File: src/rtl/dm_line_fill_if.sv
// ============================================================================
// Module   : dm_line_fill_if
// Purpose  : CPU load/store port plus data-memory burst bus for dm_line_fill.
// Revision : 1.0
// ============================================================================
`default_nettype none

interface dm_line_fill_if #(
    parameter int DATA_SIZE    = 32,
    parameter int MEM_SIZE_BIT = 12
);
    logic                    cpu_req;
    logic                    cpu_we;
    logic [MEM_SIZE_BIT-1:0] cpu_addr;
    logic [DATA_SIZE-1:0]    cpu_wdata;
    logic [DATA_SIZE-1:0]    cpu_rdata;
    logic                    cpu_ready;
    logic                    DM_enable;
    logic                    DM_read;
    logic                    DM_write;
    logic [MEM_SIZE_BIT-1:0] DM_address;
    logic [DATA_SIZE-1:0]    DM_in;
    logic [DATA_SIZE-1:0]    DM_out;
    logic                    DM_ack;

    // master: the line-fill controller (it masters the memory bus)
    modport master (
        input  cpu_req, cpu_we, cpu_addr, cpu_wdata, DM_out, DM_ack,
        output cpu_rdata, cpu_ready, DM_enable, DM_read, DM_write, DM_address, DM_in
    );

    // slave: the CPU and memory environment around the controller
    modport slave (
        output cpu_req, cpu_we, cpu_addr, cpu_wdata, DM_out, DM_ack,
        input  cpu_rdata, cpu_ready, DM_enable, DM_read, DM_write, DM_address, DM_in
    );
endinterface

`default_nettype wire

File: src/rtl/dm_line_fill.sv
// ============================================================================
// Module   : dm_line_fill
// Purpose  : One-line (16 x 32-bit) read buffer with burst refill and
//            write-through, no-write-allocate stores. Optional macro
//            EARLY_RESTART_EN answers a load as soon as its word arrives.
// Revision : 1.0
// ============================================================================
`default_nettype none

module dm_line_fill #(
    parameter int DATA_SIZE    = 32,
    parameter int MEM_SIZE_BIT = 12,
    parameter int LINE_WORDS   = 16,
    parameter int WAIT_STATE   = 2
) (
    input  logic            clock,
    input  logic            reset,
    dm_line_fill_if.master  bus
);

    localparam int c_OFF_W    = $clog2(LINE_WORDS);
    localparam int c_LINE_LSB = 2 + c_OFF_W;
    localparam int c_TAG_W    = MEM_SIZE_BIT - c_LINE_LSB;
    localparam int c_RET_W    = (WAIT_STATE > 0) ? $clog2(WAIT_STATE + 1) : 1;
    localparam logic [c_OFF_W-1:0] c_LAST = c_OFF_W'(LINE_WORDS - 1);

    typedef enum logic [2:0] {
        S_IDLE = 3'd0,
        S_REQ  = 3'd1,
        S_WAIT = 3'd2,
        S_FILL = 3'd3,
        S_RESP = 3'd4
    } state_t;

    state_t               r_state;
    logic [DATA_SIZE-1:0] r_buf [LINE_WORDS];
    logic                 r_valid;
    logic [c_TAG_W-1:0]   r_tag;
    logic [c_OFF_W-1:0]   r_off;
    logic [c_OFF_W-1:0]   r_cnt;
    logic [c_RET_W-1:0]   r_wr_retire;

    logic [c_OFF_W-1:0]   w_off;
    logic [c_TAG_W-1:0]   w_tag;
    logic                 w_hit;
    logic                 w_accept;
    logic                 w_unused;

    assign w_off    = bus.cpu_addr[c_LINE_LSB-1:2];
    assign w_tag    = bus.cpu_addr[MEM_SIZE_BIT-1:c_LINE_LSB];
    assign w_hit    = r_valid && (r_tag == w_tag);
    // The cycle showing cpu_ready still sees the old request; ignore it.
    assign w_accept = bus.cpu_req && !bus.cpu_ready;
    assign w_unused = &{1'b0, bus.cpu_addr[1:0]};

    always_ff @(posedge clock) begin
        if (reset) begin
            r_state        <= S_IDLE;
            r_valid        <= 1'b0;
            r_tag          <= '0;
            r_off          <= '0;
            r_cnt          <= '0;
            r_wr_retire    <= '0;
            bus.cpu_rdata  <= '0;
            bus.cpu_ready  <= 1'b0;
            bus.DM_enable  <= 1'b0;
            bus.DM_read    <= 1'b0;
            bus.DM_write   <= 1'b0;
            bus.DM_address <= '0;
            bus.DM_in      <= '0;
        end else begin
            bus.cpu_ready  <= 1'b0;
            bus.DM_enable  <= 1'b0;
            bus.DM_read    <= 1'b0;
            bus.DM_write   <= 1'b0;
            bus.DM_address <= '0;
            bus.DM_in      <= '0;
            if (r_wr_retire != '0) begin
                r_wr_retire <= r_wr_retire - 1'b1;
            end

            case (r_state)
                S_IDLE: begin
                    if (w_accept) begin
                        if (bus.cpu_we) begin
                            bus.DM_enable  <= 1'b1;
                            bus.DM_write   <= 1'b1;
                            bus.DM_address <= {bus.cpu_addr[MEM_SIZE_BIT-1:2], 2'b00};
                            bus.DM_in      <= bus.cpu_wdata;
                            bus.cpu_ready  <= 1'b1;
                            r_wr_retire    <= c_RET_W'(WAIT_STATE);
                            if (w_hit) begin
                                r_buf[w_off] <= bus.cpu_wdata;
                            end
                        end else if (w_hit) begin
                            bus.cpu_rdata <= r_buf[w_off];
                            bus.cpu_ready <= 1'b1;
                        end else if (!bus.DM_ack && (r_wr_retire == '0)) begin
                            // Refill waits for any stale burst to drain and for
                            // earlier stores to retire so the line sees them.
                            r_tag   <= w_tag;
                            r_off   <= w_off;
                            r_state <= S_REQ;
                        end
                    end
                end

                S_REQ: begin
                    bus.DM_enable  <= 1'b1;
                    bus.DM_read    <= 1'b1;
                    bus.DM_address <= {r_tag, {c_LINE_LSB{1'b0}}};
                    r_valid        <= 1'b0;
                    r_cnt          <= '0;
                    r_state        <= S_WAIT;
                end

                // r_cnt is zero in WAIT, so the first acked word lands in slot 0.
                S_WAIT, S_FILL: begin
                    if (bus.DM_ack) begin
                        r_buf[r_cnt] <= bus.DM_out;
                        r_cnt        <= r_cnt + 1'b1;
                        r_state      <= S_FILL;
`ifdef EARLY_RESTART_EN
                        if (r_cnt == r_off) begin
                            bus.cpu_rdata <= bus.DM_out;
                            bus.cpu_ready <= 1'b1;
                        end
`endif
                        if (r_cnt == c_LAST) begin
                            r_valid <= 1'b1;
`ifdef EARLY_RESTART_EN
                            r_state <= S_IDLE;
`else
                            r_state <= S_RESP;
`endif
                        end
                    end
                end

                S_RESP: begin
                    bus.cpu_rdata <= r_buf[r_off];
                    bus.cpu_ready <= 1'b1;
                    r_state       <= S_IDLE;
                end

                default: r_state <= S_IDLE;
            endcase
        end
    end

endmodule

`default_nettype wire

File: src/flat_wrapper.sv
// flat-port wrapper written by rule: the top's interface ports become plain ports
module dm_line_fill_flat 
#(
    parameter int DATA_SIZE    = 32,
    parameter int MEM_SIZE_BIT = 12,
    parameter int LINE_WORDS   = 16,
    parameter int WAIT_STATE   = 2
)
  (clock, reset, bus_cpu_req, bus_cpu_we, bus_cpu_addr, bus_cpu_wdata, bus_DM_out, bus_DM_ack, bus_cpu_rdata, bus_cpu_ready, bus_DM_enable, bus_DM_read, bus_DM_write, bus_DM_address, bus_DM_in);
  dm_line_fill_if #(.DATA_SIZE(DATA_SIZE), .MEM_SIZE_BIT(MEM_SIZE_BIT)) bus_i ();
  input  logic clock;
  input  logic reset;
  input wire logic [$bits(bus_i.cpu_req)-1:0] bus_cpu_req;
  input wire logic [$bits(bus_i.cpu_we)-1:0] bus_cpu_we;
  input wire logic [$bits(bus_i.cpu_addr)-1:0] bus_cpu_addr;
  input wire logic [$bits(bus_i.cpu_wdata)-1:0] bus_cpu_wdata;
  input wire logic [$bits(bus_i.DM_out)-1:0] bus_DM_out;
  input wire logic [$bits(bus_i.DM_ack)-1:0] bus_DM_ack;
  output wire logic [$bits(bus_i.cpu_rdata)-1:0] bus_cpu_rdata;
  output wire logic [$bits(bus_i.cpu_ready)-1:0] bus_cpu_ready;
  output wire logic [$bits(bus_i.DM_enable)-1:0] bus_DM_enable;
  output wire logic [$bits(bus_i.DM_read)-1:0] bus_DM_read;
  output wire logic [$bits(bus_i.DM_write)-1:0] bus_DM_write;
  output wire logic [$bits(bus_i.DM_address)-1:0] bus_DM_address;
  output wire logic [$bits(bus_i.DM_in)-1:0] bus_DM_in;
  assign bus_i.cpu_req = bus_cpu_req;
  assign bus_i.cpu_we = bus_cpu_we;
  assign bus_i.cpu_addr = bus_cpu_addr;
  assign bus_i.cpu_wdata = bus_cpu_wdata;
  assign bus_i.DM_out = bus_DM_out;
  assign bus_i.DM_ack = bus_DM_ack;
  assign bus_cpu_rdata = bus_i.cpu_rdata;
  assign bus_cpu_ready = bus_i.cpu_ready;
  assign bus_DM_enable = bus_i.DM_enable;
  assign bus_DM_read = bus_i.DM_read;
  assign bus_DM_write = bus_i.DM_write;
  assign bus_DM_address = bus_i.DM_address;
  assign bus_DM_in = bus_i.DM_in;
  dm_line_fill #(.DATA_SIZE(DATA_SIZE), .MEM_SIZE_BIT(MEM_SIZE_BIT), .LINE_WORDS(LINE_WORDS), .WAIT_STATE(WAIT_STATE)) u_core (.clock(clock), .reset(reset), .bus(bus_i));
endmodule
File: config.mk
export PLATFORM = sky130hd
export DESIGN_NAME = dm_line_fill_flat
export DESIGN_NICKNAME = d
export VERILOG_FILES = /design/src/rtl/dm_line_fill_if.sv /design/src/rtl/dm_line_fill.sv /design/src/flat_wrapper.sv
export SDC_FILE = /design/constraint.sdc
export NUM_CORES = 1
export LEC_CHECK = 0
export ABC_AREA = 1
export CORE_MARGIN = 10
export CORE_UTILIZATION = 40
export DETAILED_ROUTE_END_ITERATION = 8
export MAX_ROUTING_LAYER = met4
export PLACE_DENSITY = 0.62
export SLEW_MARGIN = 5
export SYNTH_ARGS = -nofsm -noshare
export SYNTH_HDL_FRONTEND = slang
export SYNTH_SLANG_ARGS = --single-unit
File: constraint.sdc
create_clock -name clock -period 7.8 [get_ports clock]
set_clock_uncertainty 0.1 [all_clocks]
set_input_delay 1.95 -clock clock [delete_from_list [all_inputs] [get_ports clock]]
set_output_delay 1.95 -clock clock [all_outputs]
set_load 0.02 [all_outputs]
# Word level (Yosys, flattened, before mapping)

Memories as Yosys holds them, arrays and structs flattened. A register that Yosys moved wholly into a read port is not among the register bits.
Index checks and enable logic that the tools add are counted.
W data, S select, Z words.

Memories: 1
Register bits: 100
Logic and storage cells: 97
Input port bits: 81
Bits in writable memories: 512

Add/sub/neg operators: 2
Equal/unequal tests: 13
Bitwise logic cells: 4
Reduce and logical (&&, ||, !) cells: 19
Multiplexer cells: 45

Memory list:

| memory       | depth | bits a word | read ports | clocked after Yosys merged registers in | wr ports | RTL line           | text |
|---|---|---|---|---|---|---|---|
| u_core.r_buf | 16    | 32          | 2          | 1                                       | 1        | dm_line_fill.sv:36 | `logic [DATA_SIZE-1:0] r_buf [LINE_WORDS];` |

Operators by type and width:

| kind                  | count |
|---|---|
| $mux W32              | 4 |
| $pmux W32 S2          | 1 |
| $reduce_or A32 Y1     | 1 |
| $mux W12              | 2 |
| $pmux W12 S2          | 1 |
| $mux W1               | 18 |
| $mux W3               | 6 |
| $mux W4               | 4 |
| $reduce_and A5 Y1     | 2 |
| $pmux W3 S3           | 1 |
| $mux W2               | 4 |
| $ne A2 B1 Y1 const B  | 4 |
| $pmux W4 S2           | 1 |
| $eq A3 B2 Y1 const B  | 2 |
| $eq A6 B6 Y1          | 1 |
| $ne A2 B2 Y1 const B  | 3 |
| $pmux W1 S2           | 3 |
| $reduce_bool A2 Y1    | 3 |
| $add A4 B1 Y4 const B | 1 |
| $eq A4 B4 Y1 const B  | 1 |
| $not A1 Y1            | 4 |
| $reduce_and A4 Y1     | 1 |
| $reduce_or A2 Y1      | 2 |
| $reduce_or A4 Y1      | 1 |
| 9 further kinds       | 12 |

# Longest topological paths before layout

Gate-level depths: netlist of run 1.

Depth after elaboration: 9
Depth in mapped cells: 14
Depth with buffers taken out: 12

# Worst setup path before layout of run 1

Ideal clock, no wire load.

Path kind: input port to flip-flop
From: in bus_cpu_addr[2]
To: mem u_core.r_buf[7][0], enable pin
Slack: 2199 ps
Stages: 9
Data required time: 7239 ps
Library setup time: 461 ps
Data arrival time: 5040 ps
Cell sequence: buf_2 -> inv_2 -> buf_2 -> buf_2 -> nand2_1 -> o21ai_2 -> nor2_1 -> inv_1 -> nor3_1

Cells in the longest elaborated chain, start to end: 1

RTL lines:

| what                     | RTL line           | text |
|---|---|---|
| from (decl)              | flat_wrapper.sv:15 | `input wire logic [$bits(bus_i.cpu_addr)-1:0] bus_cpu_addr;` |
| $mux W4 (no source line) | n/a                |  |
| to (decl)                | dm_line_fill.sv:36 |  |

Every way passes these cells.

# Worst setup path in the final report of run 1

From: in reset
To: mem u_core.r_buf[0][3], enable pin

Cells in the longest elaborated chain, start to end: 4
Elaborated cells between the ends (all ways): 7

RTL lines:

| what                                                | RTL line            | text |
|---|---|---|
| from (decl)                                         | flat_wrapper.sv:12  | `input logic reset;` |
| $mux W1                                             | dm_line_fill.sv:57  | `if (reset) begin` |
| $mux W1 (implied by the code)                       | dm_line_fill.sv:120 | `r_buf[r_cnt] <= bus.DM_out;` |
| $reduce_or A32 Y1 (no source line)                  | n/a                 |  |
| $mux W4 (no source line) or $mux W1 (tied branches) | n/a                 |  |

Parallel ways exist; a longest one is shown, timed or not.

==> flow_metrics.py, run 1 <==
metrics = {
    "floorplan": {
        "coreArea_mm2": 0.0776,
        "pin_count": 161,
        "die_h_um": 300,
        "num_rows": 102,
        "die_area_mm2": 0.0900,
        "start_util": 0.404,
        "die_x_um": 300,
    },
    "layout": {
        "fillers": 7577,
        "drive_gt1_frac": 0.0585,
        "layoutNonFillerInstCount": 5108,
        "area_growth_pct": 15.0,
        "antenna_cells": 0,
        "final_nets": 4093,
    },
    "timing": {
        "slew_headroom": 0.206,
        "holdWs_ps": 356,
        "finalSetupTns_ps": 0,
        "finalSetupViolations": 0,
        "slew_viol_final": 0,
        "tightest_slew_ps": 1190,
        "finalCritPeriodShare": 0.654,
        "min_period_ps": 5100,
        "hold_viol": 0,
        "fmax_mhz": 196,
        "rsz0062_at_grt": "no",
    },
    "logic_synthesis": {
        "mappedNetlistArea_mm2": 0.0313,
        "synth-edff-count": 512,
        "synth_cell_types": 31,
        "ys_async_sr_fraction": 0,
        "synth.top_cell.area_share": 0.491,
        "ys_seq_area_frac": 0.556,
        "ys_warn_count": 0,
        "synth_top_area_cell": "edfxtp_1",
        "syn_area_per_cell_um2": 7.92,
        "synth_ff_type": "edfxtp_1",
        "synth-seq-cells": 614,
        "synthMostInstantiatedCell": "nand2_1",
        "syn-instance-count": 3958,
        "synth_area_leaders": "edfxtp_1 (49%), nand2_1 (19%), nand3_1 (12%), dfxtp_1 (6.5%), inv_1 (5.9%)",
        "synth_common_cells": "nand2_1 (1558), nand3_1 (778), edfxtp_1 (512)",
    },
    "drt": {
        "drt_first_iter_violations": 2581,
        "wl_um": 98200,
        "num_vias": 26400,
        "drt-pass1-iter-count": 6,
        "antenna_left": 0,
        "vias_per_cell": 5.17,
        "drc": 0,
        "wl_per_cell_um": 19.2,
    },
    "clock_network": {
        "cts_setup_buffers": 0,
        "ctsHoldBuffers": 0,
        "numCtsBuffers": 71,
        "cts_sinks": 614,
        "clk_pin_slew_worst_paths_ps": 60,
        "htreeDepth": 3,
        "cts_tree": "built",
        "cts_resized": 0,
        "insertion_delay_ps": 620,
        "clk_path_buf_depth": 3,
        "cts_root_buffer": "clkbuf_16",
    },
    "worst_hold_path": {
        "hold_class": "register to register",
        "hp-start": "u_core.r_wr_retire[0]$_SDFF_PP0_",
    },
    "critical_path": {
        "reg2reg_setup_slack_ps": 4240,
        "start_kind": "primary input",
        "crit_arrival_ps": 5300,
        "crit_family": "buffers and inverters",
        "path_common_cell": "inv_2",
        "critical_path_required_ps": 7990,
        "cp.depth": 10,
        "slowest_delay_ps": 830,
        "end_kind": "register",
        "crit_path_start": "reset",
        "crit_type": "primary input to register",
        "slowest_stage": "clkdlybuf4s50_1",
        "cp_max_fo": 42,
        "path_buf_inv": 5,
        "reg2reg_to": "u_core.bus.cpu_rdata[7]$_SDFFE_PP0P_",
        "crit_end": "u_core.r_buf[0][3]$_DFFE_PP_",
        "worstRegToRegCells": 12,
        "crit_chain": "clkdlybuf4s50_1 > inv_2 > nand2_4 > nand2_1 > o21ai_2 > inv_2 > nor2_1 > clkinv_1 > nor2_4 > buf_4",
    },
    "status": {
        "status": "completed",
    },
    "placed_design": {
        "dp_hpwl_um": 51200,
        "place_congestion": 0.801,
        "placedCellCount": 4978,
        "io_buffer_count": 156,
    },
    "global_route": {
        "grt_usage": 0.219,
        "grt_max_degree": 185,
        "first_global_vias": 25100,
        "grt_first_pass_wirelength_um": 148000,
        "antenna_found_initial": 0,
        "grt.overflow.total": 0,
    },
    "flow_run": {
        "cap_violations": 0,
    },
    "pwr": {
        "power_per_cell_area_mw_per_mm2": 221,
        "ir_worst_vdd_v": 0.000144,
        "cellLeakagePower_nw": 16.0,
    },
}
-- placed cells by master (no fill, tap or decap), types with 4 or more instances in the layout --
| master | netlist | final |
|---|---|---|
| clkinv_2 | 0 | 13 |
| o21ai_0 | 4 | 4 |
| buf_4 | 9 | 67 |
| clkbuf_8 | 0 | 12 |
| nand2_1 | 1558 | 1558 |
| nor2_4 | 2 | 12 |
| nor3_1 | 5 | 4 |
| nor2_1 | 162 | 153 |
| nand3_1 | 778 | 778 |
| clkbuf_1 | 78 | 19 |
| clkinv_1 | 2 | 6 |
| a22oi_1 | 6 | 6 |
| dfxtp_1 | 102 | 98 |
| a21oi_1 | 50 | 48 |
| inv_2 | 19 | 25 |
| clkbuf_16 | 0 | 77 |
| inv_1 | 489 | 479 |
| edfxtp_1 | 512 | 512 |
| clkdlybuf4s50_1 | 0 | 152 |
-- sequential cells by signal, summed over array words and instances, names as in the netlist, named ones only --
name                   cells
u_core.bus.DM_address     10
u_core.bus.DM_enable       1
u_core.bus.DM_in          32
u_core.bus.DM_read         1
u_core.bus.DM_write        1
u_core.bus.cpu_rdata      32
u_core.bus.cpu_ready       1
u_core.r_buf             512
u_core.r_cnt               4
u_core.r_off               4
u_core.r_state             3
u_core.r_tag               6
u_core.r_valid             1
u_core.r_wr_retire         2
-- cells by family after synthesis --
| logic type | Yosys count | synth area share |
|---|---|---|
| and+or+nand+nor | 2521 | 0.336 |
| buffers and inverters | 753 | 0.0959 |
| DFF | 614 | 0.556 |
| AOI/OAI and AO/OA | 67 | 0.0119 |
| xor gates and xnor gates | 1 | 0.000279 |
| adders and majority gates | 1 | 0.000399 |
| other | 1 | 0.000120 |
-- stage by stage --
step	setup WS [ps]	total power [mW]	utilization	instance area, um2
3_5_place_dp	2060	4.71	0.435	33700
2_1_floorplan	2200	4.37	-	31300
6_report	2700	7.95	0.465	36000
5_1_grt	2560	8.23	0.465	36000
3_3_place_gp	2070	4.71	0.435	33700
4_1_cts	2710	7.99	0.464	36000
-- area by class of cell --
cell class,count,area (um2),share of cell area
Sequential cell,614,17400,0.483
Timing Repair Buffer,222,2060,0.0572
Clock buffer,108,2160,0.0598
Multi-Input combinational cell,2592,11000,0.306
Tap cell,1040,1300,0.0361
Inverter,510,1940,0.0538
Clock inverter,22,143,0.00396
-- how the worst min path moves through the flow --
stage	end	slack [ps]	depth (start not counted)
floorplan	u_core.r_wr_retire[0]$_SDFF_PP0_	320	1
finish	u_core.r_wr_retire[0]$_SDFF_PP0_	360	1
detailed placement	u_core.r_wr_retire[0]$_SDFF_PP0_	350	1
global placement	u_core.r_wr_retire[0]$_SDFF_PP0_	340	1
global route	u_core.r_wr_retire[0]$_SDFF_PP0_	370	1
CTS	u_core.r_wr_retire[0]$_SDFF_PP0_	360	1
-- per-layer routing --
metal,vias to the layer above,wire length (um),global-route usage,share of wire
met3,222,7630,0.0303,0.078
met2,1140,46600,0.360,0.47
met5,-,0,-,0
li1,12700,-,-,-
met1,12300,40500,0.271,0.41
met4,0,3510,0.0860,0.036
-- power by group --
group          total [mW]  switching (mW)  leakage [nW]  internal, mW
Combinational        1.01           0.709          9.45         0.301
Clock                3.30            1.35          1.14          1.94
Sequential           3.65          0.0358          5.43          3.61
No activity file was read; power rests on OpenSTA's default activity.
==> run 2: changes to the inputs <==
--- a/config.mk
+++ b/config.mk
@@ -10,7 +10,7 @@
 export CORE_UTILIZATION = 40
 export DETAILED_ROUTE_END_ITERATION = 8
 export MAX_ROUTING_LAYER = met4
-export PLACE_DENSITY = 0.62
+export PLACE_DENSITY = 0.64
 export SLEW_MARGIN = 5
 export SYNTH_ARGS = -nofsm -noshare
 export SYNTH_HDL_FRONTEND = slang
==> constraint.sdc (replaced) <==
create_clock -name clock -period 4.6 [get_ports clock]
set_clock_uncertainty 0.1 [all_clocks]
set_input_delay 1.15 -clock clock [delete_from_list [all_inputs] [get_ports clock]]
set_output_delay 1.15 -clock clock [all_outputs]
set_load 0.02 [all_outputs]
==> run 2 against run 1 <==
Count of clock-buffer cells in the layout shrank 17. First-iteration DRC count grew 3.9%. Via count grew 0.41%. Sequential power grew 69%. Total power grew 67%. Worst setup slack lost 1500 ps. Core utilization grew 0.27 points. Final cell count grew 0.29%. Critical path type unchanged.
==> flow_metrics.py, run 2 (synthesis gave the netlist of run 1 again) <==
metrics = {
    "status": {
        "status": "completed",
    },
    "clock_network": {
        "numCtsBuffers": 70,
        "cts_resized": 0,
        "clk_pin_slew_worst_paths_ps": 60,
        "ctsHoldBuffers": 0,
        "cts_tree": "built",
        "htreeDepth": 3,
        "cts_root_buffer": "clkbuf_16",
        "insertion_delay_ps": 620,
        "cts_sinks": 614,
        "cts_setup_buffers": 0,
        "clk_path_buf_depth": 3,
    },
    "timing": {
        "finalSetupTns_ps": 0,
        "hold_viol": 0,
        "rsz0062_at_grt": "no",
        "tightest_slew_ps": 1240,
        "slew_headroom": 0.171,
        "slew_viol_final": 0,
        "setup_ws_ps": 1150,
        "fmax_mhz": 290,
        "finalSetupViolations": 0,
        "finalCritPeriodShare": 0.750,
        "min_period_ps": 3450,
    },
    "placed_design": {
        "place_worst_setup_slack_ps": 524,
        "io_buffer_count": 156,
        "postPlaceCellArea_mm2": 0.0341,
        "dp_hpwl_um": 50900,
        "place_congestion": 0.803,
        "placedCellCount": 4995,
    },
    "layout": {
        "antenna_cells": 0,
        "drive_gt1_frac": 0.0583,
        "regMostFlops": "u_core.r_buf",
        "top_regs": "u_core.r_buf x512, u_core.bus.DM_in x32, u_core.bus.cpu_rdata x32",
        "final_nets": 4109,
        "fin_area_mm2": 0.0363,
        "largest_reg_flops": 512,
        "layoutNonFillerInstCount": 5123,
        "final_common_cell": "nand2_1",
        "fillers": 7485,
        "final_cell_mix": "nand2_1 (1558), nand3_1 (778), edfxtp_1 (512)",
        "area_growth_pct": 15.7,
    },
    "critical_path": {
        "start_kind": "primary input",
        "worstRegToRegCells": 12,
        "reg2reg_setup_slack_ps": 1600,
        "crit_path_start": "bus_DM_ack",
        "crit_type": "primary input to register",
        "crit_arrival_ps": 3600,
        "slowest_stage": "clkdlybuf4s50_1",
        "crit_chain": "clkdlybuf4s50_1 > inv_1 > nor2_2 > nand2_4 > o21ai_1 > nand3_1 > nor2_4 > buf_4",
        "slowest_delay_ps": 530,
        "end_kind": "register",
        "critical_path_required_ps": 4750,
        "cp_max_fo": 25,
        "reg2reg_to": "u_core.bus.cpu_rdata[15]$_SDFFE_PP0P_",
        "crit_end": "u_core.r_buf[14][15]$_DFFE_PP_",
    },
    "pwr": {
        "power_per_cell_area_mw_per_mm2": 366,
        "cellLeakagePower_nw": 16.1,
        "power_frac_comb": 0.130,
        "sw_frac_of_total": 0.267,
        "clkPwrFrac": 0.404,
        "ir_worst_vdd_v": 0.000253,
        "seq_power_share": 0.466,
        "internal_power_mw": 9.72,
        "total_power_mw": 13.3,
        "switchingPower_mw": 3.54,
    },
    "global_route": {
        "grt.overflow.total": 0,
        "grt_max_degree": 149,
        "antenna_found_initial": 0,
        "gr-usage-met3": 0.0310,
        "grt_usage": 0.218,
        "grt_busiest_layer": "met2",
        "met1_usage": 0.271,
        "grt_first_pass_wirelength_um": 148000,
        "use_met2": 0.362,
        "first_global_vias": 25500,
    },
    "floorplan": {
        "start_util": 0.404,
        "die_x_um": 300,
        "die_h_um": 300,
        "pin_count": 161,
        "coreArea_mm2": 0.0776,
        "die_area_mm2": 0.0900,
        "num_rows": 102,
    },
    "worst_hold_path": {
        "hold_class": "register to register",
        "hp-start": "u_core.r_wr_retire[1]$_SDFF_PP0_",
    },
    "drt": {
        "drc": 0,
        "wl_per_cell_um": 19.1,
        "antenna_left": 0,
        "drt_first_iter_violations": 2681,
        "wl_um": 97600,
        "vias_per_cell": 5.18,
        "num_vias": 26500,
        "drt-pass1-iter-count": 6,
    },
    "flow_run": {
        "cap_violations": 0,
    },
}
run 2: changes by cell type in the layout (fill, tap and decap cells not counted), sizes merged:
cell    before  now
buf         69   86
bufinv       1    3
clkbuf     109   92
clkinv      20   31
inv        510  512
run 2: cell type report:
type	count	area [um2]	area share
clock inverters	37	262	0.00721
well taps	1040	1300	0.0359
repair buffers	239	2420	0.0666
flip-flops and latches	614	17400	0.481
multi-input cells	2592	11000	0.304
clock buffers	91	1890	0.0522
inverters	510	1940	0.0536
run 2: worst min-delay path by stage:
stage / endpoint / slack [ps] / cells after the start
2_1_floorplan: u_core.r_wr_retire[0]$_SDFF_PP0_ / 320 / 1
3_3_place_gp: u_core.r_wr_retire[0]$_SDFF_PP0_ / 340 / 2
3_5_place_dp: u_core.r_wr_retire[0]$_SDFF_PP0_ / 340 / 1
4_1_cts: u_core.r_wr_retire[0]$_SDFF_PP0_ / 350 / 2
5_1_grt: u_core.r_wr_retire[0]$_SDFF_PP0_ / 400 / 2
6_report: u_core.r_wr_retire[0]$_SDFF_PP0_ / 350 / 2
run 2: power by group through the flow:
stage	Clock [mW]	Combinational, mW	Sequential (mW)
4_1_cts	5.43	1.72	6.18
5_1_grt	5.65	1.91	6.19
6_report	5.36	1.72	6.18
3_5_place_dp	0	1.71	6.30
3_3_place_gp	0	1.70	6.30
2_1_floorplan	0	1.11	6.30
run 2: stage by stage:
step	hold slack (ps)	utilization
final	354	0.467
after global routing	405	0.467
after CTS	353	0.467
after detailed placement	340	0.440
after global placement	337	0.440
after floorplan	322	-
run 2: critical path: cells and delay by family:
family          cells  cell delay (ps)
compound gates      1              380
simple gates        4              950
buf+inv             3             1080
run 2: layer usage:
layer	vias to the layer above	wire, um
li1	12800	-
met1	12400	40400
met2	1138	46700
met3	204	7740
met4	0	2810
met5	-	0
